[src/rtl/pc_sequencer_pkg.sv]
// pc_pkg: shared op, state and fault encodings for the program-counter sequencer
package pc_pkg;
    typedef enum logic [2:0] {
        OP_NEXT    = 3'd0,
        OP_BR_REL  = 3'd1,
        OP_JMP_ABS = 3'd2,
        OP_CALL    = 3'd3,
        OP_RET     = 3'd4,
        OP_HALT    = 3'd5
    } pc_op_t;
    typedef enum logic [1:0] {
        ST_RUN    = 2'd0,
        ST_HALTED = 2'd1,
        ST_FAULT  = 2'd2
    } pc_state_t;
    typedef enum logic [1:0] {
        FLT_NONE      = 2'd0,
        FLT_OVERFLOW  = 2'd1,
        FLT_UNDERFLOW = 2'd2
    } fault_t;
endpackage

[src/rtl/pc_sequencer_return_stack.sv]
// return_stack: bounded LIFO of return addresses; caller guarantees no push when full or pop when empty
module return_stack #(
    parameter int W = 8,
    parameter int DEPTH = 4,
    localparam int DW = $clog2(DEPTH + 1)
) (
    input  logic          clk,
    input  logic          reset,
    input  logic          push,
    input  logic          pop,
    input  logic [W-1:0]  din,
    output logic [W-1:0]  top,
    output logic [DW-1:0] depth,
    output logic          full,
    output logic          empty
);
    // sized to a power of two so ptr-1 always indexes in range, even when empty
    logic [W-1:0]  mem [2**DW];
    logic [DW-1:0] ptr;
    always_ff @(posedge clk)
        if (push) mem[ptr] <= din;
    always_ff @(posedge clk) begin
        if (reset) ptr <= '0;
        else if (push) ptr <= ptr + DW'(1);
        else if (pop) ptr <= ptr - DW'(1);
    end
    assign top   = mem[ptr - DW'(1)];
    assign depth = ptr;
    assign full  = ptr == DW'(DEPTH);
    assign empty = ptr == '0;
endmodule

[src/rtl/pc_sequencer.sv]
// pc_sequencer: fetch-address register with branch/jump/call/return, return stack, stall and halt/fault FSM
module pc_sequencer
    import pc_pkg::*;
#(
    parameter int ADDR_W = 8,
    parameter int STACK_DEPTH = 4,
    parameter logic [ADDR_W-1:0] RESET_ADDR = '0,
    localparam int DW = $clog2(STACK_DEPTH + 1)
) (
    input  logic              clk,
    input  logic              reset,
    input  logic              stall,
    input  logic [2:0]        op,
    input  logic [ADDR_W-1:0] target,
    output logic [ADDR_W-1:0] count,
    output logic [DW-1:0]     depth,
    output logic              halted,
    output logic [1:0]        fault
);
    pc_state_t         state, state_n;
    fault_t            flt, flt_n;
    logic [ADDR_W-1:0] count_n, top, ret_addr;
    logic              push, pop, full, empty, active;
    assign active   = state == ST_RUN && !stall;
    assign ret_addr = count + ADDR_W'(1);
    always_comb begin
        count_n = count;
        state_n = state;
        flt_n   = flt;
        push    = 1'b0;
        pop     = 1'b0;
        if (active) begin
            case (op)
                OP_BR_REL:  count_n = count + target;
                OP_JMP_ABS: count_n = target;
                OP_CALL: begin
                    state_n = full ? ST_FAULT : state;
                    flt_n   = full ? FLT_OVERFLOW : flt;
                    push    = !full;
                    count_n = full ? count : target;
                end
                OP_RET: begin
                    state_n = empty ? ST_FAULT : state;
                    flt_n   = empty ? FLT_UNDERFLOW : flt;
                    pop     = !empty;
                    count_n = empty ? count : top;
                end
                OP_HALT:    state_n = ST_HALTED;
                default:    count_n = ret_addr;
            endcase
        end
    end
    always_ff @(posedge clk) begin
        if (reset) begin
            count <= RESET_ADDR;
            state <= ST_RUN;
            flt   <= FLT_NONE;
        end else begin
            count <= count_n;
            state <= state_n;
            flt   <= flt_n;
        end
    end
    return_stack #(.W(ADDR_W), .DEPTH(STACK_DEPTH)) u_stack (
        .clk   (clk),
        .reset (reset),
        .push  (push),
        .pop   (pop),
        .din   (ret_addr),
        .top   (top),
        .depth (depth),
        .full  (full),
        .empty (empty)
    );
    assign halted = state != ST_RUN;
    assign fault  = flt;
endmodule

[config.mk]
export PLATFORM = sky130hd
export DESIGN_NAME = pc_sequencer
export DESIGN_NICKNAME = d
export VERILOG_FILES = /design/src/rtl/pc_sequencer_pkg.sv /design/src/rtl/pc_sequencer_return_stack.sv /design/src/rtl/pc_sequencer.sv
export SDC_FILE = /design/constraint.sdc
export NUM_CORES = 1
export LEC_CHECK = 0
export CORE_MARGIN = 2
export CORE_UTILIZATION = 40
export DETAILED_ROUTE_END_ITERATION = 12
export GPL_ROUTABILITY_DRIVEN = 0
export PLACE_DENSITY = 0.63
export SYNTH_ARGS = -nofsm -noshare
export SYNTH_HDL_FRONTEND = slang
export SYNTH_SLANG_ARGS = --single-unit
export TNS_END_PERCENT = 20
[constraint.sdc]
create_clock -name clk -period 3.51 [get_ports clk]
set_input_delay 0.5265 -clock clk [delete_from_list [all_inputs] [get_ports clk]]
set_output_delay 0.5265 -clock clk [all_outputs]
set_load 0.01 [all_outputs]
==> out/metrics.yaml, run 1 <==
status:
  outcome: "completed"
setup_path:
  cpPeakStageDelay_ns: 0.50
  crit_path_max_fanout: 17
  critPathBufInv: 2
  worstSetupEndpointType: "flip-flop"
  critPathSlowestCell: "dfxtp_1"
  cp-start-kind: "flip-flop"
  cp_data_required_time_ns: 3.72
  path_class: "flip-flop to flip-flop"
  path_cells: "inv_1, ha_1, buf_4, mux4_2, mux2i_1, nor2_1, a2111oi_2, a211oi_2"
  cp.arrival_ns: 2.68
  cp_top_family: "multiplexers"
  reg2reg_depth: 8
  worst-path-stages: 8
grt:
  grt_max_degree: 20
  grt_usage_pct: 17.1
  grt.overflow.total: 0
  antenna_found_initial: 0
  grt_pass1_vias: 2559
  grt_pass1_wl_mm: 14.2
layout:
  num-fill-cells: 891
  synthToLayoutAreaGrowth_pct: 15.6
  final_cell_mix: "64 x edfxtp_1, 29 x nor2_1, 27 x clkdlybuf4s50_1"
  drive_gt1_share_pct: 16.9
  design_area_sq_mm: 0.00467
  fin_util_pct: 47.8
  final_nets: 364
  n_antenna_cell: 0
  mostFrequentLayoutCell: "edfxtp_1"
clock_network:
  postCtsSetupBuffers: 0
  cts_made_buffers: 9
  hold_buffers: 0
  clock-sinks: 79
  post_cts_resized: 0
  cts_tree: "yes"
  cts.reportedPaths.clkPinSlew_ns: 0.09
  clockBufferDepth: 2
  cts_root_buf: "clkbuf_8"
  htree_levels: 3
  clkLatencyLatePin_ns: 0.34
floorplan:
  die_h_microns: 105
  core_sq_mm: 0.00977
  dieArea_sq_mm: 0.0109
  pin_count: 28
  initial_core_util_pct: 41.4
  placement_rows: 36
  die-width_microns: 105
power:
  leakagePower_nw: 1.58
  power.density_mw_per_mm2: 441
  ir_drop_mv: 0.300
  comb_power_share_pct: 15.9
  switchingPower_mw: 0.546
  switching_share_pct: 26.5
  power.internal_mw: 1.51
  pwr-share-seq_pct: 51.6
  p_clk_share_pct: 32.4
timing:
  slew_headroom_pct: 41.7
  fin_crit_sh_pct: 70.6
  rsz0062_at_grt: "no"
  hold_violations: 0
  worstMarginPinSlew_ns: 0.869
  slew_violations: 0
  fin_crit_ns: 2.48
  tns_ns: 0
  hold_ws_ns: 0.465
  setup_viol: 0
  max_freq_mhz: 404
  finClkSkew_ns: 0.0121
synthesis:
  synth_top_flop_cell: "edfxtp_1"
  synth_top_cell_by_area: "edfxtp_1"
  synth_top_area_share_pct: 47.5
  synthDistinctLibCells: 61
  syn_area_per_cell_sq_um: 13.4
  synthCells: 301
  synth-warning-count: 0
  synth_compound_area_share_pct: 9.59
  synth_top_family_by_area: "simple AND/OR/NAND/NOR gates"
  synth-edff-count: 64
  synthTopCellsByArea: "edfxtp_1 48%, mux4_2 8.9%, dfxtp_1 7.4%"
  synth_fp_nets: 327
  seq_area_frac_synth_pct: 55.0
  synth_seq_cells: 79
  synthAdderAreaFrac_pct: 3.90
  synth_async_sr_flop_share_pct: 0
  muxShareOfSynthArea_pct: 11.7
  synth.cell_area_sq_mm: 0.00404
  synth-xor-area-share_pct: 3.71
  synth_simple_gate_area_share_pct: 12.8
hold_path:
  hp-class: "flip-flop to flip-flop"
  whs_path_depth: 2
placed_design:
  place_area_sq_mm: 0.00448
  dp_hpwl_mm: 6.28
  io_buffers: 27
routing:
  num_vias: 2590
  firstDrtPassIters: 5
  antenna_left: 0
  wirelength_mm: 8.71
  wl_per_cell_microns: 18.3
  drc_errors: 0
  drt_iter0_markers: 119
  via_per_inst: 5.44
job:
  cap_viol_max_count: 0
## area by class of cell
cell class | instances | area, sq um | share of cell area [%]
clock inverter | 7 | 70.1 | 1.50
sequential | 79 | 2220 | 47.6
clock buffer | 9 | 124 | 2.65
timing repair buffer | 40 | 368 | 7.87
tap | 133 | 166 | 3.56
inverter | 10 | 37.5 | 0.803
multi-input combinational | 198 | 1680 | 36.0
## per-stage QoR
step | instances | power, mW | setup WS, ns
finish | 476 | 2.06 | 1.03
detailed placement | 460 | 1.41 | 0.743
CTS | 476 | 2.07 | 1.01
floorplan | 301 | 1.31 | 0.942
global route | 476 | 2.15 | 0.817
global placement | 460 | 1.41 | 0.792
## cells in the mapped netlist, types with 2 or more instances
cell type / instances
dfxtp_1: 15
inv_1: 10
nor2_1: 29
o211ai_1: 3
o21a_1: 2
buf_2: 4
mux2i_1: 10
xor2_1: 8
edfxtp_1: 64
a21oi_1: 9
a31oi_1: 3
nand3_1: 8
buf_4: 3
a2111oi_2: 2
o21bai_1: 2
xnor2_1: 6
o21ai_0: 5
ha_1: 11
o221ai_1: 2
nand2b_1: 6
nor3_1: 9
o22a_1: 2
a211oi_2: 2
buf_6: 4
nor2b_1: 8
o22ai_1: 2
and3_1: 2
nand3b_1: 2
o2111ai_1: 3
mux4_2: 16
clkbuf_1: 3
nand2_1: 14
a211oi_1: 4
## worst reg2reg max path, stage by stage, from the launching register on
cell and delay (ns):
dfxtp_1 0.50, inv_1 0.13, ha_1 0.29, buf_4 0.26
mux4_2 0.36, mux2i_1 0.26, nor2_1 0.11, a2111oi_2 0.32
a211oi_2 0.11
## sequential cells by signal (all words and copies together) (netlist names)
name	flops
state	2
u_stack.depth	3
u_stack.mem	64
count	8
fault	2
## layer usage
layer / part of all wire (%) / track usage, %
met1: 45 / 22.6
met2: 47 / 27.0
met4: 1.2 / 4.54
met3: 6.6 / 5.61
met5: 0 / 0
## power by group through the flow
stage | clock network, mW | logic, mW | registers [mW]
global route | 0.720 | 0.363 | 1.07
CTS | 0.681 | 0.329 | 1.06
finish | 0.668 | 0.328 | 1.06
floorplan | 0 | 0.224 | 1.08
detailed placement | 0 | 0.328 | 1.09
global placement | 0 | 0.324 | 1.08
## worst paths after layout
check	to	slack, ns	from
max	count[7]	1.03	u_stack.depth[1]
min	state[1]	0.46	state[1]
max reg2reg	count[7]	1.03	u_stack.depth[1]
min reg2reg	state[1]	0.46	state[1]
## logic make-up after synthesis
group           Yosys count
xor+xnor                 15
simple gates             94
buf+inv                  24
fa+ha+maj                12
compound gates           50
flops                    79
mux                      27
Note: power is estimated with default switching activity, not from simulation.
==> run 2: changes to the inputs <==
clock period = 2.45 ns   (was 3.51 ns; I/O delays follow)
==> out/metrics.yaml, run 2 (synthesized netlist as in run 1, its figures left out) <==
layout:
  largest_reg_flops: 64  # unchanged
  n_antenna_cell: 0  # unchanged
  finalNonFillerCells: 495  # +4.0%
  fin_util_pct: 49.9  # +2.1 points
  seq_area_sq_mm: 0.00222  # unchanged
  num-fill-cells: 856  # -3.9%
  final_cell_mix: "64 x edfxtp_1, 30 x buf_4, 29 x nor2_1"
  design_area_sq_mm: 0.00488  # +4.4%
  drive_gt1_share_pct: 22.1  # +5.2 points
  multi_input_area_sq_mm: 0.00169  # +0.30%
  mostFrequentLayoutCell: "edfxtp_1"
  synthToLayoutAreaGrowth_pct: 20.7
  largest_register: "u_stack.mem"
  final_nets: 383  # +5.2%
timing:
  fin_crit_ns: 2.19  # -0.292 ns
  fin_crit_sh_pct: 89.2  # +19 points
  tns_ns: 0  # unchanged
  slew_headroom_pct: 54.0  # +12 points
  setup_viol: 0  # unchanged
  hold_violations: 0  # unchanged
  max_freq_mhz: 458  # +13%
  slew_violations: 0  # unchanged
  rsz0062_at_grt: "no"
  finClkSkew_ns: 0.00761  # -0.00454 ns
  worstMarginPinSlew_ns: 0.685  # -0.183 ns
clock_network:
  cts_made_buffers: 9  # unchanged
  clock-sinks: 79  # unchanged
  cts_tree: "yes"
  cts.reportedPaths.clkPinSlew_ns: 0.09  # about the same
  cts_root_buf: "clkbuf_8"
  clockBufferDepth: 2  # unchanged
  post_cts_resized: 0  # unchanged
  htree_levels: 3  # unchanged
  clkLatencyLatePin_ns: 0.35  # about the same
  hold_buffers: 0  # unchanged
  postCtsSetupBuffers: 0  # unchanged
routing:
  drc_errors: 0  # unchanged
  firstDrtPassIters: 4  # -1
  drt_iter0_markers: 145  # +22%
  via_per_inst: 5.31  # -2.4%
  antenna_left: 0  # unchanged
  wl_per_cell_microns: 17.7  # -3.5%
  wirelength_mm: 8.74  # +0.31%
  num_vias: 2628  # +1.5%
floorplan:
  core_sq_mm: 0.00977  # unchanged
  die-width_microns: 105  # unchanged
  die_h_microns: 105  # unchanged
  dieArea_sq_mm: 0.0109  # unchanged
  initial_core_util_pct: 41.4  # unchanged
  pin_count: 28  # unchanged
  placement_rows: 36  # unchanged
setup_path:
  critPathSlowestCell: "dfxtp_1"
  cp_top_family: "multiplexers"
  worstSetupEndpointType: "flip-flop"
  critPathBufInv: 2  # unchanged
  cp_data_required_time_ns: 2.68  # -1.04 ns
  path_class: "flip-flop to flip-flop"
  cp.arrival_ns: 2.42  # -0.26 ns
  path_cells: "inv_1, ha_1, buf_12, mux4_2, mux2i_1, nor2_1, a2111oi_2, a211oi_2"
  cpPeakStageDelay_ns: 0.39  # -0.11 ns
  cp-start-kind: "flip-flop"
  crit_path_max_fanout: 16  # -1
placed_design:
  io_buffers: 27  # unchanged
  dp.cells: 479  # +4.1%
  place_area_sq_mm: 0.00465  # +3.9%
  dp_hpwl_mm: 6.18  # -1.7%
grt:
  grt_usage_pct: 16.9  # -0.11 points
  grt_pass1_wl_mm: 14.2  # about the same
  grt_max_degree: 20  # unchanged
  antenna_found_initial: 0  # unchanged
  grt.overflow.total: 0  # unchanged
  grt_pass1_vias: 2604  # +1.8%
power:
  fin_total_pwr_mw: 3.13  # +52%
  leakagePower_nw: 1.71  # +7.7%
  power.density_mw_per_mm2: 642  # +46%
  p_clk_share_pct: 35.1  # +2.7 points
  pwr-share-seq_pct: 48.3  # -3.3 points
  power.internal_mw: 2.32  # +53%
  ir_drop_mv: 0.243  # -19%
  switching_share_pct: 26.0  # -0.52 points
  switchingPower_mw: 0.815  # +49%
  comb_power_share_pct: 16.6  # +0.7 points
job:
  cap_viol_max_count: 0  # unchanged
status:
  outcome: "completed"
hold_path:
  hp-class: "flip-flop to flip-flop"
[run 2: changes by cell type in the layout (fill, tap and decap cells not counted), sizes merged]
cell | before | now
clkinv | 2 | 1
bufinv | 1 | 2
buf | 13 | 32
[run 2: per-layer routing]
metal / vias up / track usage [%] / wire, microns
met1: 1291 / 22.7 / 4060
li1: 1271 / - / -
met2: 57 / 27.8 / 4210
met3: 9 / 2.99 / 357
met4: 0 / 5.98 / 112
met5: - / 0 / 0
[run 2: path summary, 6_finish.rpt]
kind	from	endpoint	slack, ns	depth (start not counted)
max reg2reg	u_stack.depth[0]	count[7]	0.26	8
min reg2reg	state[1]	state[1]	0.48	2
min	state[1]	state[1]	0.48	2
max	u_stack.depth[0]	count[7]	0.26	8
[run 2: final cells by class]
| class | instances | share of cell area [%] |
|---|---|---|
| inverters | 10 | 0.769 |
| clock buffers | 9 | 2.54 |
| multi-input cells | 198 | 34.6 |
| clock inverters | 7 | 2.13 |
| flip-flops and latches | 79 | 45.6 |
| well taps | 133 | 3.41 |
| repair buffers | 59 | 11.0 |
[run 2: power by group through the flow]
stage	clock network (mW)	registers [mW]	logic (mW)
after floorplan	0	1.55	0.321
after global placement	0	1.54	0.511
after detailed placement	0	1.55	0.517
after CTS	1.12	1.51	0.520
after global routing	1.19	1.52	0.566
final	1.10	1.51	0.520
[run 2: tightest hold or removal path: stages, from the launching register on]
cell	delay, ns
dfxtp_1	0.34
nor2_1	0.05
nor2_1	0.07
[run 2: stage by stage]
stage	hold WS, ns	setup slack, ns
floorplan	0.432	-0.117
global placement	0.448	0.0588
detailed placement	0.470	-0.00838
CTS	0.492	0.241
global route	0.529	0.113
finish	0.479	0.264
==> run 3: changes to the inputs <==
CAP_MARGIN = 10   (was default)
==> results of run 3 <==
No change in the layout: final DEF, timing and power equal those of run 2.
